===== config.mk =====
export PLATFORM = sky130hd
export DESIGN_NAME = power_level_ctrl
export DESIGN_NICKNAME = d
export VERILOG_FILES = /design/src/rtl/power_level_ctrl.sv
export SDC_FILE = /design/constraint.sdc
export NUM_CORES = 1
export LEC_CHECK = 0
export CORE_ASPECT_RATIO = 0.7
export CORE_MARGIN = 2
export CORE_UTILIZATION = 55
export CTS_CLUSTER_DIAMETER = 100
export DETAILED_ROUTE_END_ITERATION = 10
export GPL_TIMING_DRIVEN = 0
export PLACE_DENSITY = 0.8
export SLEW_MARGIN = 25
export SYNTH_ARGS = -nofsm -noshare
export SYNTH_HDL_FRONTEND = slang
export SYNTH_SLANG_ARGS = --single-unit
export TNS_END_PERCENT = 100

===== constraint.sdc =====
create_clock -name clk -period 2.8 [get_ports clk]
set_input_delay 0.56 -clock clk [delete_from_list [all_inputs] [get_ports clk]]
set_output_delay 0.56 -clock clk [all_outputs]
set_load 0.01 [all_outputs]

===== src/rtl/power_level_ctrl.sv =====
// power_level_ctrl
//   Power set-point controller: takes decoded command strobes, keeps a
//   saturating power level, drives a PWM output whose duty follows the level
//   at period boundaries, and offers {enabled, level} status reports over a
//   valid/ready handshake.
//
// Ports
//   clk        in   single clock, rising edge
//   rst        in   synchronous active-high reset
//   valid      in   command strobe (one command per asserted cycle)
//   on, off    in   output-stage enable / disable (off wins)
//   increase   in   level += amount, saturating at LEVEL_MAX
//   decrease   in   level -= amount, clamping at 0
//   send       in   request a status report
//   receive    in   level = min(amount, LEVEL_MAX)
//   amount     in   operand [AMOUNT_WIDTH]
//   enabled    out  registered output-stage enable
//   level      out  registered committed level [AMOUNT_WIDTH]
//   pwm_out    out  registered PWM drive
//   tx_valid   out  report pending
//   tx_data    out  report word {enabled, level} [AMOUNT_WIDTH+1]
//   tx_ready   in   report consumer ready
//   cmd_drop   out  one-cycle pulse when a send is rejected
module power_level_ctrl #(
  parameter int AMOUNT_WIDTH = 8,
  parameter int LEVEL_MAX    = 200,
  parameter int PWM_PERIOD   = 250
) (
  input  logic                    clk,
  input  logic                    rst,
  input  logic                    valid,
  input  logic                    on,
  input  logic                    off,
  input  logic                    increase,
  input  logic                    decrease,
  input  logic                    send,
  input  logic                    receive,
  input  logic [AMOUNT_WIDTH-1:0] amount,
  output logic                    enabled,
  output logic [AMOUNT_WIDTH-1:0] level,
  output logic                    pwm_out,
  output logic                    tx_valid,
  output logic [AMOUNT_WIDTH:0]   tx_data,
  input  logic                    tx_ready,
  output logic                    cmd_drop
);

  localparam int CW = (PWM_PERIOD > 1) ? $clog2(PWM_PERIOD) : 1;
  localparam logic [CW-1:0]         CNT_LAST = CW'(PWM_PERIOD - 1);
  localparam logic [AMOUNT_WIDTH:0] LMAX_W   = (AMOUNT_WIDTH + 1)'(LEVEL_MAX);
  localparam logic [AMOUNT_WIDTH-1:0] LMAX   = AMOUNT_WIDTH'(LEVEL_MAX);

  typedef enum logic {TX_IDLE, TX_BUSY} tx_state_t;

  tx_state_t                 r_state;
  logic                      r_enabled;
  logic [AMOUNT_WIDTH-1:0]   r_level;
  logic [AMOUNT_WIDTH-1:0]   r_duty;
  logic [CW-1:0]             r_cnt;
  logic                      r_pwm;
  logic [AMOUNT_WIDTH:0]     r_tx_data;
  logic                      r_cmd_drop;

  logic                      w_enabled_next;
  logic [AMOUNT_WIDTH-1:0]   w_level_next;
  logic [AMOUNT_WIDTH-1:0]   w_duty_next;
  logic [CW-1:0]             w_cnt_next;
  logic [AMOUNT_WIDTH:0]     w_sum;
  logic                      w_send;

  assign w_sum  = {1'b0, r_level} + {1'b0, amount};
  assign w_send = valid & send;

  always_comb begin
    w_enabled_next = r_enabled;
    if (valid) begin
      if (off)
        w_enabled_next = 1'b0;
      else if (on)
        w_enabled_next = 1'b1;
    end
  end

  always_comb begin
    w_level_next = r_level;
    if (valid) begin
      if (receive)
        w_level_next = ({1'b0, amount} > LMAX_W) ? LMAX : amount;
      else if (increase && !decrease)
        w_level_next = (w_sum > LMAX_W) ? LMAX : w_sum[AMOUNT_WIDTH-1:0];
      else if (decrease && !increase)
        w_level_next = (amount <= r_level) ? (r_level - amount) : '0;
    end
  end

  // Duty only follows the level at the period boundary, so a period in
  // flight always completes with the duty it started with.
  assign w_cnt_next  = (r_cnt == CNT_LAST) ? '0 : r_cnt + CW'(1);
  assign w_duty_next = (r_cnt == CNT_LAST) ? r_level : r_duty;

  always_ff @(posedge clk) begin
    if (rst) begin
      r_enabled <= 1'b0;
      r_level   <= '0;
      r_duty    <= '0;
      r_cnt     <= '0;
      r_pwm     <= 1'b0;
    end else begin
      r_enabled <= w_enabled_next;
      r_level   <= w_level_next;
      r_duty    <= w_duty_next;
      r_cnt     <= w_cnt_next;
      // Built from next-cycle state so pwm_out lines up with the counter
      // and drops in the same cycle enabled clears.
      r_pwm     <= w_enabled_next & (32'(w_cnt_next) < 32'(w_duty_next));
    end
  end

  always_ff @(posedge clk) begin
    if (rst) begin
      r_state    <= TX_IDLE;
      r_tx_data  <= '0;
      r_cmd_drop <= 1'b0;
    end else begin
      r_cmd_drop <= 1'b0;
      case (r_state)
        TX_IDLE: begin
          if (w_send) begin
            r_state   <= TX_BUSY;
            r_tx_data <= {w_enabled_next, w_level_next};
          end
        end
        TX_BUSY: begin
          if (tx_ready) begin
            // A send coinciding with the completing handshake is taken
            // as the next report rather than dropped.
            if (w_send)
              r_tx_data <= {w_enabled_next, w_level_next};
            else
              r_state   <= TX_IDLE;
          end else if (w_send) begin
            r_cmd_drop <= 1'b1;
          end
        end
        default: r_state <= TX_IDLE;
      endcase
    end
  end

  assign enabled  = r_enabled;
  assign level    = r_level;
  assign pwm_out  = r_pwm;
  assign tx_valid = (r_state == TX_BUSY);
  assign tx_data  = r_tx_data;
  assign cmd_drop = r_cmd_drop;

endmodule


==> results of run 1 <==
[worst min path at each step]
stage	slack, ps	endpoint	from	depth (start not counted)
2_1_floorplan	450	r_duty[0]	r_duty[0]	2
3_3_place_gp	460	r_duty[0]	r_duty[0]	2
3_5_place_dp	470	r_duty[0]	r_duty[0]	2
4_1_cts	480	r_duty[0]	r_duty[0]	2
5_1_grt	520	r_duty[0]	r_duty[0]	2
6_report	490	r_duty[0]	r_duty[0]	2
[cells by family after synthesis]
family	share of synthesized area (%)
and+or+nand+nor	22.25
AOI/OAI and AO/OA	24.63
DFF	27.16
buffers and inverters	5.229
adders and majority gates	12.94
xor gates and xnor gates	4.496
muxes	3.303
[power groups by stage]
stage	registers (mW)	logic, mW	clock network, mW
2_1_floorplan	0.593	0.303	0
3_3_place_gp	0.591	0.443	0
3_5_place_dp	0.591	0.452	0
4_1_cts	0.580	0.478	0.373
5_1_grt	0.584	0.560	0.402
6_report	0.582	0.514	0.371
[metrics by stage]
| step | power [mW] | cell area (sq um) | setup slack [ps] | util (%) | cells |
|---|---|---|---|---|---|
| 3_3_place_gp | 1.033 | 3184 | -717.5 | 66.59 | 438 |
| 6_report | 1.468 | 3411 | 103.6 | 71.32 | 448 |
| 5_1_grt | 1.546 | 3411 | 3.127 | 71.32 | 448 |
| 4_1_cts | 1.432 | 3328 | 4.437 | 69.60 | 446 |
| 3_5_place_dp | 1.043 | 3184 | -756.8 | 66.59 | 438 |
| 2_1_floorplan | 0.8952 | 2728 | 223.9 | - | 332 |
[final cells by class]
type	count	area (sq um)	area share (%)
buffer	17	87.58	2.568
clock buffer	7	86.33	2.531
inverter	16	60.06	1.761
multi-input combinational	262	1962	57.52
sequential	37	742.0	21.75
tap	69	86.33	2.531
timing repair buffer	40	386.6	11.34
[sequential cells by signal, indices dropped and copies added (netlist names)]
register  cells
cmd_drop      1
r_cnt         8
pwm_out       1
tx_valid      1
level         8
enabled       1
tx_data       9
r_duty        8
[critical path: cells and delay by family]
family / cells / cell delay, ps
buffers and inverters: 4 / 730
adders and majority gates: 1 / 290
and+or+nand+nor: 1 / 180
AOI/OAI and AO/OA: 6 / 1070
[placed cells by master, fill, tap and decap left out, drive strengths merged, types with 3 or more instances in the layout]
| cell | Yosys | routed |
|---|---|---|
| o21ai | 8 | 8 |
| nor2b | 8 | 8 |
| ha | 25 | 25 |
| nand2b | 10 | 10 |
| a311oi | 10 | 10 |
| nand3 | 13 | 13 |
| mux2i | 9 | 9 |
| o211ai | 3 | 3 |
| buf | 7 | 8 |
| inv | 16 | 16 |
| nor3 | 13 | 13 |
| a21o | 3 | 3 |
| nand2 | 18 | 18 |
| xnor2 | 9 | 9 |
| nor2 | 48 | 48 |
| clkdlybuf4s50 | 0 | 29 |
| clkbuf | 10 | 21 |
| a211oi | 8 | 8 |
| o21a | 6 | 6 |
| dlymetal6s2s | 0 | 3 |
| xor2 | 5 | 5 |
| a31oi | 5 | 5 |
| dlygate4sd2 | 0 | 3 |
| dfxtp | 37 | 37 |
| a21oi | 24 | 24 |
[per-layer routing]
layer | track usage, % | up-vias | wire length [microns] | share of wire, %
met5 | 0 | - | 0 | 0
met4 | 6.061 | 0 | 99 | 1.3
met3 | 4.491 | 10 | 510 | 6.8
met2 | 37.97 | 111 | 3094 | 41
met1 | 43.98 | 1236 | 3804 | 51
li1 | - | 1287 | - | -
[what timing repair did]
item / 4_1_cts / 5_1_grt
hold buffers: 0 / 0
setup buffers: 1 / 2
pin swaps: 8 / 9
gates resized for setup: 16 / 20
cloned: 0 / 0
endpoints found under the setup margin: 16 / 17
==> flow_summary.json, run 1 <==
{
  "port_buffers": 37,
  "maxCapViolations": 0,
  "yosysUniqueCellTypes": 62,
  "power_frac_seq_pct": 39.7,
  "ys_async_sr_fraction_pct": 0,
  "ys_ff_latch": 37,
  "routed-via-count": 2644,
  "critPathMaxStageDelay_ps": 390,
  "final_antenna_net_count": 0,
  "cts_buffers": 5,
  "power_frac_comb_pct": 35.1,
  "grt_pass1_vias": 2468,
  "max_freq_ghz": 0.3709,
  "synth.largest_area_cell": "dfxtp_1",
  "hold_path.class": "reg -> reg",
  "firstDrtPassIters": 5,
  "crit_slowest_cell": "o41ai_2",
  "cts_tree": "built",
  "core-area_sq_um": 4782,
  "synthTopCellsByArea": "dfxtp_1 27%, ha_1 11%, nor2_1 6.5%, a21oi_1 4.0%, mux2i_1 3.3%",
  "globalRoute.totalOverflow": 0,
  "yosysSeqAreaShare_pct": 27.16,
  "synthCells": 332,
  "drt-initial-drc-count": 233,
  "areaGrowthSynthToFinish_pct": 25.05,
  "antennaDiodeCount": 0,
  "clkPwrFrac_pct": 25.3,
  "power.switching_uw": 492.3,
  "slew_headroom_pct": 58.78,
  "fill_cells": 395,
  "crit_path_max_fanout": 8,
  "setup-violations-final": 0,
  "cp-endpoint": "level[2]",
  "routabilityCongestion": 0.9275,
  "grt_pass1_wl_microns": 12010,
  "syn_avg_cell_area_sq_um": 8.216,
  "clock_skew_ps": 5.266,
  "drv_slew": 0,
  "critPathLaunch": "amount[4]",
  "arrival_ps": 2850,
  "rr_startpoint": "level[0]",
  "worstPathRequired_ps": 2950,
  "clockBufferDepth": 2,
  "vias_per_cell": 5.902,
  "die_h_microns": 62.92,
  "htreeDepth": 2,
  "dieArea_sq_um": 5548,
  "endpoint_kind": "flip-flop",
  "antenna_found_initial": 0,
  "cts.sinks": 37,
  "peakVddDrop_uv": 224.3,
  "status": "completed",
  "r2r_end": "level[2]",
  "drc_errors": 0,
  "hold_slack_ps": 490.8,
  "synth_top_area_share_pct": 27.16,
  "ys_top_cells_by_count": "47 x nor2_1, 37 x dfxtp_1, 25 x ha_1",
  "ys_warn_count": 0,
  "fp-row-count": 21,
  "clk_pin_slew_ps": 70,
  "finalCriticalPeriod_ps": 2696,
  "routedWlPerCell_microns": 16.76,
  "path_cells": "dlygate4sd2_1, inv_1, ha_1, buf_4, and3_1, o2bb2ai_2, o41ai_2, a21oi_2, buf_4, a22o_1, a21oi_2, a211oi_1",
  "rsz0062_at_grt": "false",
  "leakage_nw": 1.347,
  "fin_crit_sh_pct": 96.30,
  "p_per_area_nw_per_um2": 430.3,
  "clock_latency_ps": 290,
  "reg2reg_depth": 12,
  "root_buffer": "clkbuf_8",
  "grt_max_degree": 11,
  "post-dp-hpwl_microns": 5558,
  "initial_utilization_pct": 57.04,
  "hold_violations": 0,
  "tns_ps": 0,
  "wirelength_microns": 7509,
  "internal-power_uw": 975.5,
  "synth_enable_flop_cells": 0,
  "syn_area_sq_um": 2728,
  "worst_slew_pin_slew_ps": 618.2,
  "cp-start-kind": "input pin",
  "crit_type": "in -> reg",
  "p_sw_share_pct": 33.54,
  "drive_gt1_share_pct": 12.66,
  "nets": 424,
  "die_w_microns": 88.17,
  "r2r_setup_slack_ps": 110,
  "io_pins": 39,
  "gr-usage-all-layers_pct": 27.52,
  "yosysMostFrequentCell": "nor2_1",
  "synth-main-ff-cell": "dfxtp_1",
  "syn-num-nets": 377
}
Note: power is estimated with default switching activity, not from simulation.
==> inputs of run 2 (changes only) <==
--- a/config.mk
+++ b/config.mk
@@ -5,6 +5,7 @@
 export SDC_FILE = /design/constraint.sdc
 export NUM_CORES = 1
 export LEC_CHECK = 0
+export CAP_MARGIN = 20
 export CORE_ASPECT_RATIO = 0.7
 export CORE_MARGIN = 2
 export CORE_UTILIZATION = 55
@@ -12,6 +13,7 @@
 export DETAILED_ROUTE_END_ITERATION = 10
 export GPL_TIMING_DRIVEN = 0
 export PLACE_DENSITY = 0.8
+export SKIP_LAST_GASP = 1
 export SLEW_MARGIN = 25
 export SYNTH_ARGS = -nofsm -noshare
 export SYNTH_HDL_FRONTEND = slang
==> results of run 2 <==
Final layout, timing and power as in run 1 (identical DEF).
==> inputs of run 3 (changes only) <==
--- a/config.mk
+++ b/config.mk
@@ -13,6 +13,7 @@
 export DETAILED_ROUTE_END_ITERATION = 10
 export GPL_TIMING_DRIVEN = 0
 export PLACE_DENSITY = 0.8
+export SETUP_SLACK_MARGIN = 0.02
 export SKIP_LAST_GASP = 1
 export SLEW_MARGIN = 25
 export SYNTH_ARGS = -nofsm -noshare
==> flow_summary.json, run 3 (synthesized netlist as in run 1, its figures left out) <==
{
  "power_frac_comb_pct": 34.8,
  "htreeDepth": 2,
  "grt_pass1_wl_microns": 12040,
  "hold_path.class": "reg -> reg",
  "crit_path_max_fanout": 4,
  "areaGrowthSynthToFinish_pct": 25.00,
  "core-area_sq_um": 4782,
  "die_w_microns": 88.17,
  "clock_skew_ps": 7.025,
  "drv_slew": 0,
  "antenna_found_initial": 0,
  "cts.sinks": 37,
  "cp-start-kind": "input pin",
  "power.switching_uw": 487.8,
  "rsz0062_at_grt": "false",
  "drive_gt1_share_pct": 12.89,
  "clkPwrFrac_pct": 25.5,
  "die_h_microns": 62.92,
  "crit_type": "in -> reg",
  "root_buffer": "clkbuf_8",
  "hold_slack_ps": 498.2,
  "firstDrtPassIters": 5,
  "p_per_area_nw_per_um2": 428.9,
  "initial_utilization_pct": 57.04,
  "io_pins": 39,
  "fp-row-count": 21,
  "nets": 425,
  "vias_per_cell": 5.951,
  "gr-usage-all-layers_pct": 27.65,
  "finalWorstSetupSlack_ps": 141.4,
  "finalCriticalPeriod_ps": 2659,
  "dp_slack_ps": -756.8,
  "worst_slew_pin_slew_ps": 598.1,
  "hold_violations": 0,
  "grt_max_degree": 11,
  "maxCapViolations": 0,
  "port_buffers": 37,
  "antennaDiodeCount": 0,
  "leakage_nw": 1.350,
  "cts_tree": "built",
  "clock_latency_ps": 290,
  "routed-via-count": 2672,
  "power_frac_seq_pct": 39.8,
  "drt-initial-drc-count": 222,
  "cts_buffers": 5,
  "peakVddDrop_uv": 224.7,
  "max_freq_ghz": 0.3761,
  "cts_hold_buf": 0,
  "status": "completed",
  "routabilityCongestion": 0.9275,
  "grt_pass1_vias": 2473,
  "globalRoute.totalOverflow": 0,
  "slew_headroom_pct": 60.13,
  "final_common_cell": "nor2_1",
  "routedWlPerCell_microns": 16.63,
  "worstPathRequired_ps": 2990,
  "p_sw_share_pct": 33.36,
  "internal-power_uw": 974.5,
  "wirelength_microns": 7469,
  "dieArea_sq_um": 5548,
  "arrival_ps": 2850,
  "clk_pin_slew_ps": 70,
  "setup-violations-final": 0,
  "drc_errors": 0,
  "clockBufferDepth": 2,
  "endpoint_kind": "flip-flop",
  "final_antenna_net_count": 0,
  "fin_crit_sh_pct": 94.95,
  "mostFrequentLayoutCells": "44 x nor2_1, 37 x dfxtp_1, 29 x clkdlybuf4s50_1, 23 x ha_1, 21 x a21oi_1",
  "largest_register_ff_count": 9,
  "post-dp-hpwl_microns": 5558
}
run 3: changes by cell type in the layout (fill, tap and decap cells not counted), sizes merged:
cell	before	now
buf	8	9
clkbuf	21	20
clkdlybuf4s15	0	1
run 3: path summary, 6_finish.rpt:
| check | from | endpoint | slack (ps) | cells after the start |
|---|---|---|---|---|
| max | amount[1] | tx_data[5] | 140 | 11 |
| min | r_duty[0] | r_duty[0] | 500 | 2 |
| max reg2reg | level[0] | tx_data[2] | 170 | 11 |
| min reg2reg | r_duty[0] | r_duty[0] | 500 | 2 |
run 3: metrics by stage:
| step | area (sq um) | cells | total power, mW | util, % | TNS, ps |
|---|---|---|---|---|---|
| 6_report | 3410 | 449 | 1.462 | 71.30 | 0 |
| 2_1_floorplan | 2728 | 332 | 0.8952 | - | 0 |
| 3_3_place_gp | 3184 | 438 | 1.033 | 66.59 | -9138 |
| 4_1_cts | 3341 | 446 | 1.436 | 69.86 | 0 |
| 3_5_place_dp | 3184 | 438 | 1.043 | 66.59 | -9708 |
| 5_1_grt | 3410 | 449 | 1.540 | 71.30 | 0 |
run 3: cell type report:
cell class	count	area (sq um)
fill	396	1373
tap	69	86.33
clock buffer	7	86.33
buffer	17	87.58
multi-input combinational	262	1949
timing repair buffer	41	399.1
sequential	37	740.7
inverter	16	60.06
run 3: critical path: stages:
cell	delay [ps]
dlygate4sd2_1	290
inv_1	110
ha_1	350
nor2b_1	90
o211ai_2	300
a41o_1	260
a221oi_2	50
buf_4	170
nor3b_4	220
o221ai_2	150
a311oi_1	300
run 3: power groups by stage:
stage | clock network (mW) | registers [mW] | logic (mW)
floorplan | 0 | 0.593 | 0.303
global placement | 0 | 0.591 | 0.443
detailed placement | 0 | 0.591 | 0.452
CTS | 0.373 | 0.580 | 0.482
global route | 0.402 | 0.584 | 0.554
finish | 0.373 | 0.581 | 0.508
run 3: metal layers:
| metal | track usage (%) | wire length, microns |
|---|---|---|
| met5 | 0 | 0 |
| met4 | 6.061 | 88 |
| met3 | 4.491 | 541 |
| met2 | 38.25 | 3080 |
| met1 | 44.14 | 3758 |
run 3: timing repair:
item | 4_1_cts | 5_1_grt
pin swaps | 11 | 12
setup endpoints to repair | 16 | 17
resized for setup | 18 | 16
setup buffers | 1 | 3
endpoints found under the hold margin | 0 | 0
